### config.mk
export PLATFORM = sky130hd
export DESIGN_NAME = bank_write_scheduler
export DESIGN_NICKNAME = d
export VERILOG_FILES = /design/src/rtl/bank_write_scheduler.sv
export SDC_FILE = /design/constraint.sdc
export NUM_CORES = 1
export LEC_CHECK = 0
export ABC_AREA = 0
export CAP_MARGIN = 20
export CORE_MARGIN = 2
export CORE_UTILIZATION = 52
export DETAILED_ROUTE_END_ITERATION = 8
export PLACE_DENSITY = 0.93
export SLEW_MARGIN = 20
export SYNTH_ARGS = -nofsm -noshare
export SYNTH_HDL_FRONTEND = slang
export SYNTH_SLANG_ARGS = --single-unit
### constraint.sdc
create_clock -name I_clk -period 6.2 [get_ports I_clk]
set_input_delay 1.86 -clock I_clk [delete_from_list [all_inputs] [get_ports I_clk]]
set_output_delay 1.86 -clock I_clk [all_outputs]
set_load 0.01 [all_outputs]
### src/rtl/bank_write_scheduler.sv
// ---------------------------------------------------------------------------
// bank_write_scheduler
//
// Distributes an incoming pixel stream across BANK_COUNT parallel line-buffer
// banks, each holding BLOCK_DEPTH words per buffer half. Pixels fill the banks
// round-robin (bank 0, 1, .. BANK_COUNT-1, then the word address advances).
// When the last word of the last bank is written, the half is complete: a
// one-cycle O_block_ready pulse is issued and the write side moves on to the
// other half. At most two halves can be full at once; a third completion is
// impossible, so with both halves full the block stalls and drops pixels
// until the reader releases a half.
//
// Ports
//   I_clk          single clock, rising edge
//   I_rst_n        asynchronous active-low reset
//   I_enable       level; low holds the block in IDLE
//   I_frame_start  pulse; restart filling of the current half at bank 0, addr 0
//   I_pixel_valid  qualifies I_pixel_data
//   I_pixel_data   incoming pixel
//   I_release      pulse; reader has consumed the oldest full half
//   O_bank_we      one-hot-or-zero bank write enable (registered)
//   O_bank_addr    word address shared by all banks (registered)
//   O_bank_half    buffer half being written (registered)
//   O_bank_data    write data shared by all banks (registered)
//   O_block_ready  one-cycle pulse, coincident with the write completing a half
//   O_ready_half   index of the completed half, valid with O_block_ready
//   O_overflow     sticky; a pixel was dropped while stalled
// ---------------------------------------------------------------------------
module bank_write_scheduler #(
    parameter int BANK_COUNT  = 3,
    parameter int BLOCK_DEPTH = 480,
    parameter int DATA_WIDTH  = 24
) (
    input  logic                           I_clk,
    input  logic                           I_rst_n,
    input  logic                           I_enable,
    input  logic                           I_frame_start,
    input  logic                           I_pixel_valid,
    input  logic [DATA_WIDTH-1:0]          I_pixel_data,
    input  logic                           I_release,
    output logic [BANK_COUNT-1:0]          O_bank_we,
    output logic [$clog2(BLOCK_DEPTH)-1:0] O_bank_addr,
    output logic                           O_bank_half,
    output logic [DATA_WIDTH-1:0]          O_bank_data,
    output logic                           O_block_ready,
    output logic                           O_ready_half,
    output logic                           O_overflow
);

    localparam int AW = $clog2(BLOCK_DEPTH);
    localparam int BW = (BANK_COUNT > 1) ? $clog2(BANK_COUNT) : 1;

    localparam logic [BW-1:0] BANK_LAST = BW'(BANK_COUNT - 1);
    localparam logic [AW-1:0] ADDR_LAST = AW'(BLOCK_DEPTH - 1);

    typedef enum logic [1:0] {
        IDLE  = 2'd0,
        FILL  = 2'd1,
        STALL = 2'd2
    } state_t;

    state_t state_q, state_nxt;

    logic [BW-1:0] bank_q, bank_nxt;
    logic [AW-1:0] addr_q, addr_nxt;
    logic          half_q, half_nxt;
    logic [1:0]    full_q, full_nxt;

    logic [BANK_COUNT-1:0] we_nxt;
    logic [AW-1:0]         addr_o_nxt;
    logic                  half_o_nxt;
    logic [DATA_WIDTH-1:0] data_o_nxt;
    logic                  rdy_nxt;
    logic                  rdy_half_nxt;
    logic                  ovf_nxt;

    // Write position after a coincident frame start has been applied.
    logic [BW-1:0] bank_eff;
    logic [AW-1:0] addr_eff;
    logic          rel_ok;
    logic          done;

    // -----------------------------------------------------------------------
    // State and output registers
    // -----------------------------------------------------------------------
    always_ff @(posedge I_clk or negedge I_rst_n) begin
        if (!I_rst_n) begin
            state_q       <= IDLE;
            bank_q        <= '0;
            addr_q        <= '0;
            half_q        <= 1'b0;
            full_q        <= 2'd0;
            O_bank_we     <= '0;
            O_bank_addr   <= '0;
            O_bank_half   <= 1'b0;
            O_bank_data   <= '0;
            O_block_ready <= 1'b0;
            O_ready_half  <= 1'b0;
            O_overflow    <= 1'b0;
        end else begin
            state_q       <= state_nxt;
            bank_q        <= bank_nxt;
            addr_q        <= addr_nxt;
            half_q        <= half_nxt;
            full_q        <= full_nxt;
            O_bank_we     <= we_nxt;
            O_bank_addr   <= addr_o_nxt;
            O_bank_half   <= half_o_nxt;
            O_bank_data   <= data_o_nxt;
            O_block_ready <= rdy_nxt;
            O_ready_half  <= rdy_half_nxt;
            O_overflow    <= ovf_nxt;
        end
    end

    // -----------------------------------------------------------------------
    // Next-state, counters and write outputs
    // -----------------------------------------------------------------------
    always_comb begin
        state_nxt    = state_q;
        bank_nxt     = bank_q;
        addr_nxt     = addr_q;
        half_nxt     = half_q;
        full_nxt     = full_q;
        we_nxt       = '0;
        addr_o_nxt   = O_bank_addr;
        half_o_nxt   = O_bank_half;
        data_o_nxt   = O_bank_data;
        rdy_nxt      = 1'b0;
        rdy_half_nxt = O_ready_half;
        ovf_nxt      = O_overflow;
        done         = 1'b0;

        bank_eff = I_frame_start ? '0 : bank_q;
        addr_eff = I_frame_start ? '0 : addr_q;
        // A release with nothing full has nothing to free.
        rel_ok   = I_release && (full_q != 2'd0);

        case (state_q)
            IDLE: begin
                bank_nxt = '0;
                addr_nxt = '0;
                if (rel_ok) begin
                    full_nxt = full_q - 2'd1;
                end
                // Re-enabling with both halves still full must not overwrite them.
                if (I_enable) begin
                    state_nxt = (full_nxt == 2'd2) ? STALL : FILL;
                end
            end

            FILL: begin
                if (!I_enable) begin
                    state_nxt = IDLE;
                    bank_nxt  = '0;
                    addr_nxt  = '0;
                    if (rel_ok) begin
                        full_nxt = full_q - 2'd1;
                    end
                end else begin
                    bank_nxt = bank_eff;
                    addr_nxt = addr_eff;
                    if (I_pixel_valid) begin
                        we_nxt     = BANK_COUNT'(1) << bank_eff;
                        addr_o_nxt = addr_eff;
                        half_o_nxt = half_q;
                        data_o_nxt = I_pixel_data;
                        if (bank_eff == BANK_LAST) begin
                            bank_nxt = '0;
                            if (addr_eff == ADDR_LAST) begin
                                addr_nxt = '0;
                                done     = 1'b1;
                            end else begin
                                addr_nxt = addr_eff + AW'(1);
                            end
                        end else begin
                            bank_nxt = bank_eff + BW'(1);
                        end
                    end

                    if (done) begin
                        rdy_nxt      = 1'b1;
                        rdy_half_nxt = half_q;
                        half_nxt     = ~half_q;
                    end

                    // Completion and release together cancel out.
                    if (done && !rel_ok) begin
                        full_nxt = full_q + 2'd1;
                    end else if (!done && rel_ok) begin
                        full_nxt = full_q - 2'd1;
                    end

                    if (full_nxt == 2'd2) begin
                        state_nxt = STALL;
                    end
                end
            end

            STALL: begin
                if (!I_enable) begin
                    state_nxt = IDLE;
                    bank_nxt  = '0;
                    addr_nxt  = '0;
                    if (rel_ok) begin
                        full_nxt = full_q - 2'd1;
                    end
                end else begin
                    if (I_frame_start) begin
                        bank_nxt = '0;
                        addr_nxt = '0;
                    end
                    // Pixels arriving while both halves are full are lost.
                    if (I_pixel_valid) begin
                        ovf_nxt = 1'b1;
                    end
                    if (rel_ok) begin
                        full_nxt  = full_q - 2'd1;
                        state_nxt = FILL;
                    end
                end
            end

            default: begin
                state_nxt = IDLE;
                bank_nxt  = '0;
                addr_nxt  = '0;
            end
        endcase
    end

endmodule
== After elaboration in Yosys (flattened, before gate mapping) ==
Cells that the tools add are included.
Operators by class
  reduce and logical (&&, ||, !) cells: 12
  eq/ne operators: 9
  $add $sub $neg: 4
  bitwise logic cells: 1
  muxes and demuxes: 39
  shifts and indexed selects: 1
Operators with widths (count)
  $mux 9: 6
  $mux 2: 18
  $pmux 9 s2: 1
  $pmux 2 s3: 2
  $reduce_and 3->1: 4
  $add 9x1->9 const B: 1
  $eq 9x9->1 const B: 1
  $mux 3: 3
  $eq 2x2->1 const B: 4
  $mux 1: 8
  $ne 3x3->1 const B: 2
  $add 2x1->2 const B: 2
  $pmux 2 s2: 1
  $logic_and 1x1->1: 3
  $reduce_bool 3->1: 1
  $shl 1x2->3 const A: 1
  $eq 2x1->1 const B: 1
  $logic_not 1->1: 2
  $logic_not 2->1: 1
  $ne 2x2->1 const B: 1
  $reduce_bool 2->1: 1
  $sub 2x1->2 const B: 1
  $not 1->1: 1
Storage, ports and cells
  flip-flop bits (word level): 56
  input bits: 30
  output and inout port bits: 40
  word-level logic and storage cells: 78

== Logic depth before layout (Yosys ltp) ==
  word-level depth: 17
  mapped depth: 10
  mapped depth without buffers: 9

== Worst setup path after synthesis ==
No wires, ideal clock.
  path kind: input -> register
  from: input I_frame_start
  to: register state_q[0]
  required time: 6.075 ns
  stages on the path: 10
  setup time: 0.125 ns
  data arrival time: 3.720 ns
  buffers on the path: 1
  setup slack: 2.355 ns
  cell sequence: clkbuf_1 > inv_1 > nand2_1 > inv_1 > ha_1 > nand4b_1 > nor4_4 > mux2i_1 > o22ai_2 > mux2_2
Between the ends
  cells in the longest elaborated chain, start to end: 16
  elaborated cells between the ends (all ways): 19
  classes of those cells: 4 x eq/ne; 11 x mux; 4 x reduce/logical
Ends and longest elaborated chain
  start: declaration: RTL line 37  | input logic I_frame_start,
  $mux 9 *
  net addr_eff[1]: RTL line 79  | logic [AW-1:0] addr_eff;
  $eq 9x9->1 *: RTL line 170  | if (addr_eff == ADDR_LAST) begin
  $mux 1 *: RTL line 170
  $mux 1 *: RTL line 168  | if (bank_eff == BANK_LAST) begin
  $mux 1 *: RTL line 163  | if (I_pixel_valid) begin
  $mux 1 *: RTL line 153  | if (!I_enable) begin
  $mux 1 *: RTL line 139  | case (state_q)
  $logic_not 1->1: RTL line 190  | end else if (!done && rel_ok) begin
  $logic_and 1x1->1: RTL line 190
  $mux 2: RTL line 190
  $mux 2 *: RTL line 188  | if (done && !rel_ok) begin
  $mux 2 *: RTL line 153
  $mux 2 *: RTL line 139
  $eq 2x2->1 *: RTL line 194  | if (full_nxt == 2'd2) begin
  $ne 3x3->1 (no source line) *
  $reduce_and 3->1 (no source line) *
  end signal: assignment: RTL line 101  | state_q <= state_nxt;
  end: declaration: RTL line 62  | state_t state_q, state_nxt;
Mark *: on every way through the listed nets, which the timed path passes. The rest lies on a longest branch. The select of a mux whose other input is x is not followed.
A chain may end at the register's enable or synchronous reset.

== Final worst setup path ==
  from: input I_frame_start
  to: register state_q[1]
The elaborated chain is that of the path after synthesis.

==> impl_results.md <==
* #FFs+latches synth at 56
* CP Capture Type: flop
* Post-synth cell types at 46
* Combinational fraction of design power at 44.2%
* TritonRoute pass-1 iters at 5
* Post-CTS Setup Inserts at 0
* Hold Buf Count CTS at 0
* F_max at ~230 MHz
* Routed WL at 6209 µm
* Crit-path slowest cell: clkdlybuf4s50_1
* Top FF cell, synth: dfrtp_1
* Final hold violations at 0
* Share of layout cells above drive strength 1 at 15.19%
* Resized cells post-CTS at 0
* RSZ-0062 raised after global routing: false
* Via Count at roughly 2200
* Hold depth at 1
* Core Area at around 0.0051 mm²
* Syn. warnings at 0
* First-pass GRT wire length at 10450 µm
* Filler cell count at slightly below 400
* Part of the power in registers at between 40% and 50%
* Ports at 70
* Max Cap Viol at 0
* Met3 routed WL at about 460 µm
* Worst hold path type: flop to flop
* Total global routing overflow at 0
* Pleak at between 0.0015 and 0.002 µW
* H-tree depth at 2
* Seq. cell area at 0.001401 mm²
* Post-synthesis sequential area ratio at 51.76%
* WL/cell at about 16 µm
* Clock Latency Late Sink at around 0.32 ns
* Width of the die at 76.16 µm
* Setup CP Type: input port to flop
* CP most frequent cell: inv_1
* Rows at 26
* Critical Path Fanout Max at 13
* Switching Fraction at 33.62%
* Setup crit start: I_frame_start
* Cell Chain, Critical Path: clkdlybuf4s50_1 -> inv_1 -> nand2_1 -> inv_1 -> ha_1 -> nand4b_1 -> nor4_4 -> mux2i_1 -> o22ai_2 -> mux2_2
* Uppermost layer routed: met4
* Max Clock Skew at 0.01109 ns
* RR Startpoint: addr_q[1]
* R2r setup slk at 3.95 ns
* Area Growth Syn to Fin at 31.42%
* WP data arrival at between 4 and 5 ns
* Net Count, Synth at around 280
* Die area at 0.005800 mm²
* R2R depth at 8
* Worst-Margin Slew at 0.6972 ns
* Final nets at 352
* Minimum clock period at 4.335 ns
* DRT met1 WL at about 2500 µm
* Die height at about 76 µm
* Crit start category: input port
* Number of flops mapped to enable cells by yosys at 0
* Worst hold start: O_overflow
* Worst path required time at ~6.4 ns
* Root buf cell: clkbuf_8
* Setup-failing EPs final at 0
* CTS sink cnt at 56
* Initial antenna violation count at 0
* Multi-input gate area at 0.001237 mm²
* Vias in the first global route at approximately 2200
* Peak VDD IR at 0.2732 mV
* Port Buffers at 69
* Residual DRC at 0
* Pwr/cell area at 362.5 mW/mm²
* Clock buffer depth at 2
* Remaining antenna violation count at 0
* Status: finished clean
* Post-Syn Area per Cell at 11.10 µm²
* Vias per cell at 5.671
* CTS tree: yes
* Synthesized cell area at ~0.0027 mm²
* Clk pwr share at between 10% and 20%
* Clock-pin slew on the worst setup and hold paths at approximately 0.11 ns
* Max_slew headroom at 53.52%
* Met2 wire len at 3106 µm
* Hold EP: O_overflow
* Max incr delay on CP at between 0.6 and 0.7 ns
* Final RePlAce weighted congestion at between 0.9 and 1
* Async set-reset flop share out of synthesis at 100.0%
* N_diodes at 0
* Pin count of the biggest net entering global routing at 57
* Period utilisation layout at 69.92%
* Slew Viols, Final at 0
* P_int at 856.2 µW
* Initial Utilization at 53.35%
* RR Endpoint: state_q[1]
* Worst hold slack at 0.4784 ns
* Dpl hpwl at 4616 µm
* CTS buffer count at 5
* Global Route Usage Sum at 22.37%
* Cells after Synth at ~240
* Post-Route Setup TNS at 0 ns
* NetSw at roughly 430 µW
* Drt first-iter violations at 180
worst max path at each step:
stage | cells after the start | endpoint
after floorplan | 10 | state_q[0]
after global placement | 10 | state_q[1]
after detailed placement | 10 | state_q[1]
after CTS | 10 | state_q[1]
after global routing | 10 | state_q[1]
final | 10 | state_q[1]
logic make-up after synthesis:
kind of cell / after synthesis / synth area share [%]
multiplexers: 31 / 12.85
flip-flops: 56 / 51.76
XOR/XNOR: 6 / 1.941
buffers and inverters: 18 / 2.541
AND/OR/NAND/NOR: 82 / 16.96
AO/OA/AOI/OAI: 44 / 10.72
adder cells (fa/ha/maj): 7 / 3.235
cells in the mapped netlist, types with 2 or more instances:
| cell type | n | area share (%) |
|---|---|---|
| a21boi_0 | 2 | 0.55 |
| a21oi_1 | 8 | 1.5 |
| a22oi_1 | 2 | 0.55 |
| a31oi_1 | 5 | 1.2 |
| and2_1 | 2 | 0.46 |
| and3_1 | 5 | 1.2 |
| buf_1 | 2 | 0.28 |
| clkbuf_1 | 4 | 0.55 |
| dfrtp_1 | 56 | 52 |
| ha_1 | 7 | 3.2 |
| inv_1 | 11 | 1.5 |
| mux2_2 | 30 | 12 |
| nand2_1 | 28 | 3.9 |
| nand2b_1 | 7 | 1.6 |
| nand3_1 | 4 | 0.74 |
| nand3b_1 | 2 | 0.55 |
| nand4_1 | 2 | 0.46 |
| nand4b_1 | 2 | 0.65 |
| nor2_1 | 10 | 1.4 |
| nor2b_1 | 3 | 0.69 |
| nor3_1 | 6 | 1.1 |
| o211ai_1 | 2 | 0.55 |
| o21a_1 | 2 | 0.55 |
| o21ai_0 | 11 | 2.0 |
| o22ai_1 | 2 | 0.46 |
| o32ai_1 | 3 | 0.97 |
| or3_1 | 2 | 0.46 |
| or3b_2 | 2 | 0.65 |
| xnor2_1 | 4 | 1.3 |
| xor2_1 | 2 | 0.65 |
through the flow:
step / cell area (µm²) / total power (µW) / setup WS, ns / utilization (%) / std cells
final: 3558 / 1290 / 1.865 / 70.12 / 386
after global routing: 3558 / 1366 / 1.714 / 70.12 / 386
after CTS: 3558 / 1300 / 1.905 / 70.12 / 386
after detailed placement: 3468 / 1098 / 1.572 / 68.34 / 378
after global placement: 3468 / 1067 / 1.672 / 68.34 / 378
after floorplan: 2708 / 827.8 / 2.355 / - / 244
layout by cell type, fill, tap and decap left out, types with 6 or more instances in the layout:
cell type / netlist / layout
a21oi_1: 8 / 8
clkdlybuf4s50_1: 0 / 68
dfrtp_1: 56 / 56
ha_1: 7 / 7
inv_1: 11 / 11
mux2_2: 30 / 30
nand2_1: 28 / 28
nand2b_1: 7 / 7
nor2_1: 10 / 10
nor3_1: 6 / 6
o21ai_0: 11 / 11
critical path: cells and delay by family:
kind | cells | cell delay [ns]
muxes | 2 | 0.52
adders and majority gates | 1 | 0.23
buffers and inverters | 3 | 0.98
and+or+nand+nor | 3 | 0.74
AOI/OAI and AO/OA | 1 | 0.22
metal layers:
layer	track usage (%)	up-vias
met5	0	-
met1	28.07	1049
met4	6.545	0
met3	5.569	16
li1	-	1016
met2	38.57	108
registers in the layout, summed over array words and instances, names as in the netlist:
name           flops
O_bank_addr        9
O_bank_data       24
O_bank_half        1
O_bank_we          3
O_block_ready      1
O_overflow         1
O_ready_half       1
addr_q             9
bank_q             2
full_q             2
half_q             1
state_q            2
power groups by stage:
stage          combinational [µW]  sequential [µW]  clock (µW)
5_1_grt                       616              530         221
3_3_place_gp                  552              515           0
2_1_floorplan                 271              557           0
6_report                      570              517         203
4_1_cts                       574              519         207
3_5_place_dp                  572              526           0
final cells by class:
type	instances	area share (%)
timing repair buffer	71	19.69
clock inverter	3	0.5978
inverter	11	1.160
multi-input combinational	170	34.78
clock buffer	5	1.934
sequential	56	39.38
tap	70	2.461
Note: power is estimated with default switching activity, not from simulation.
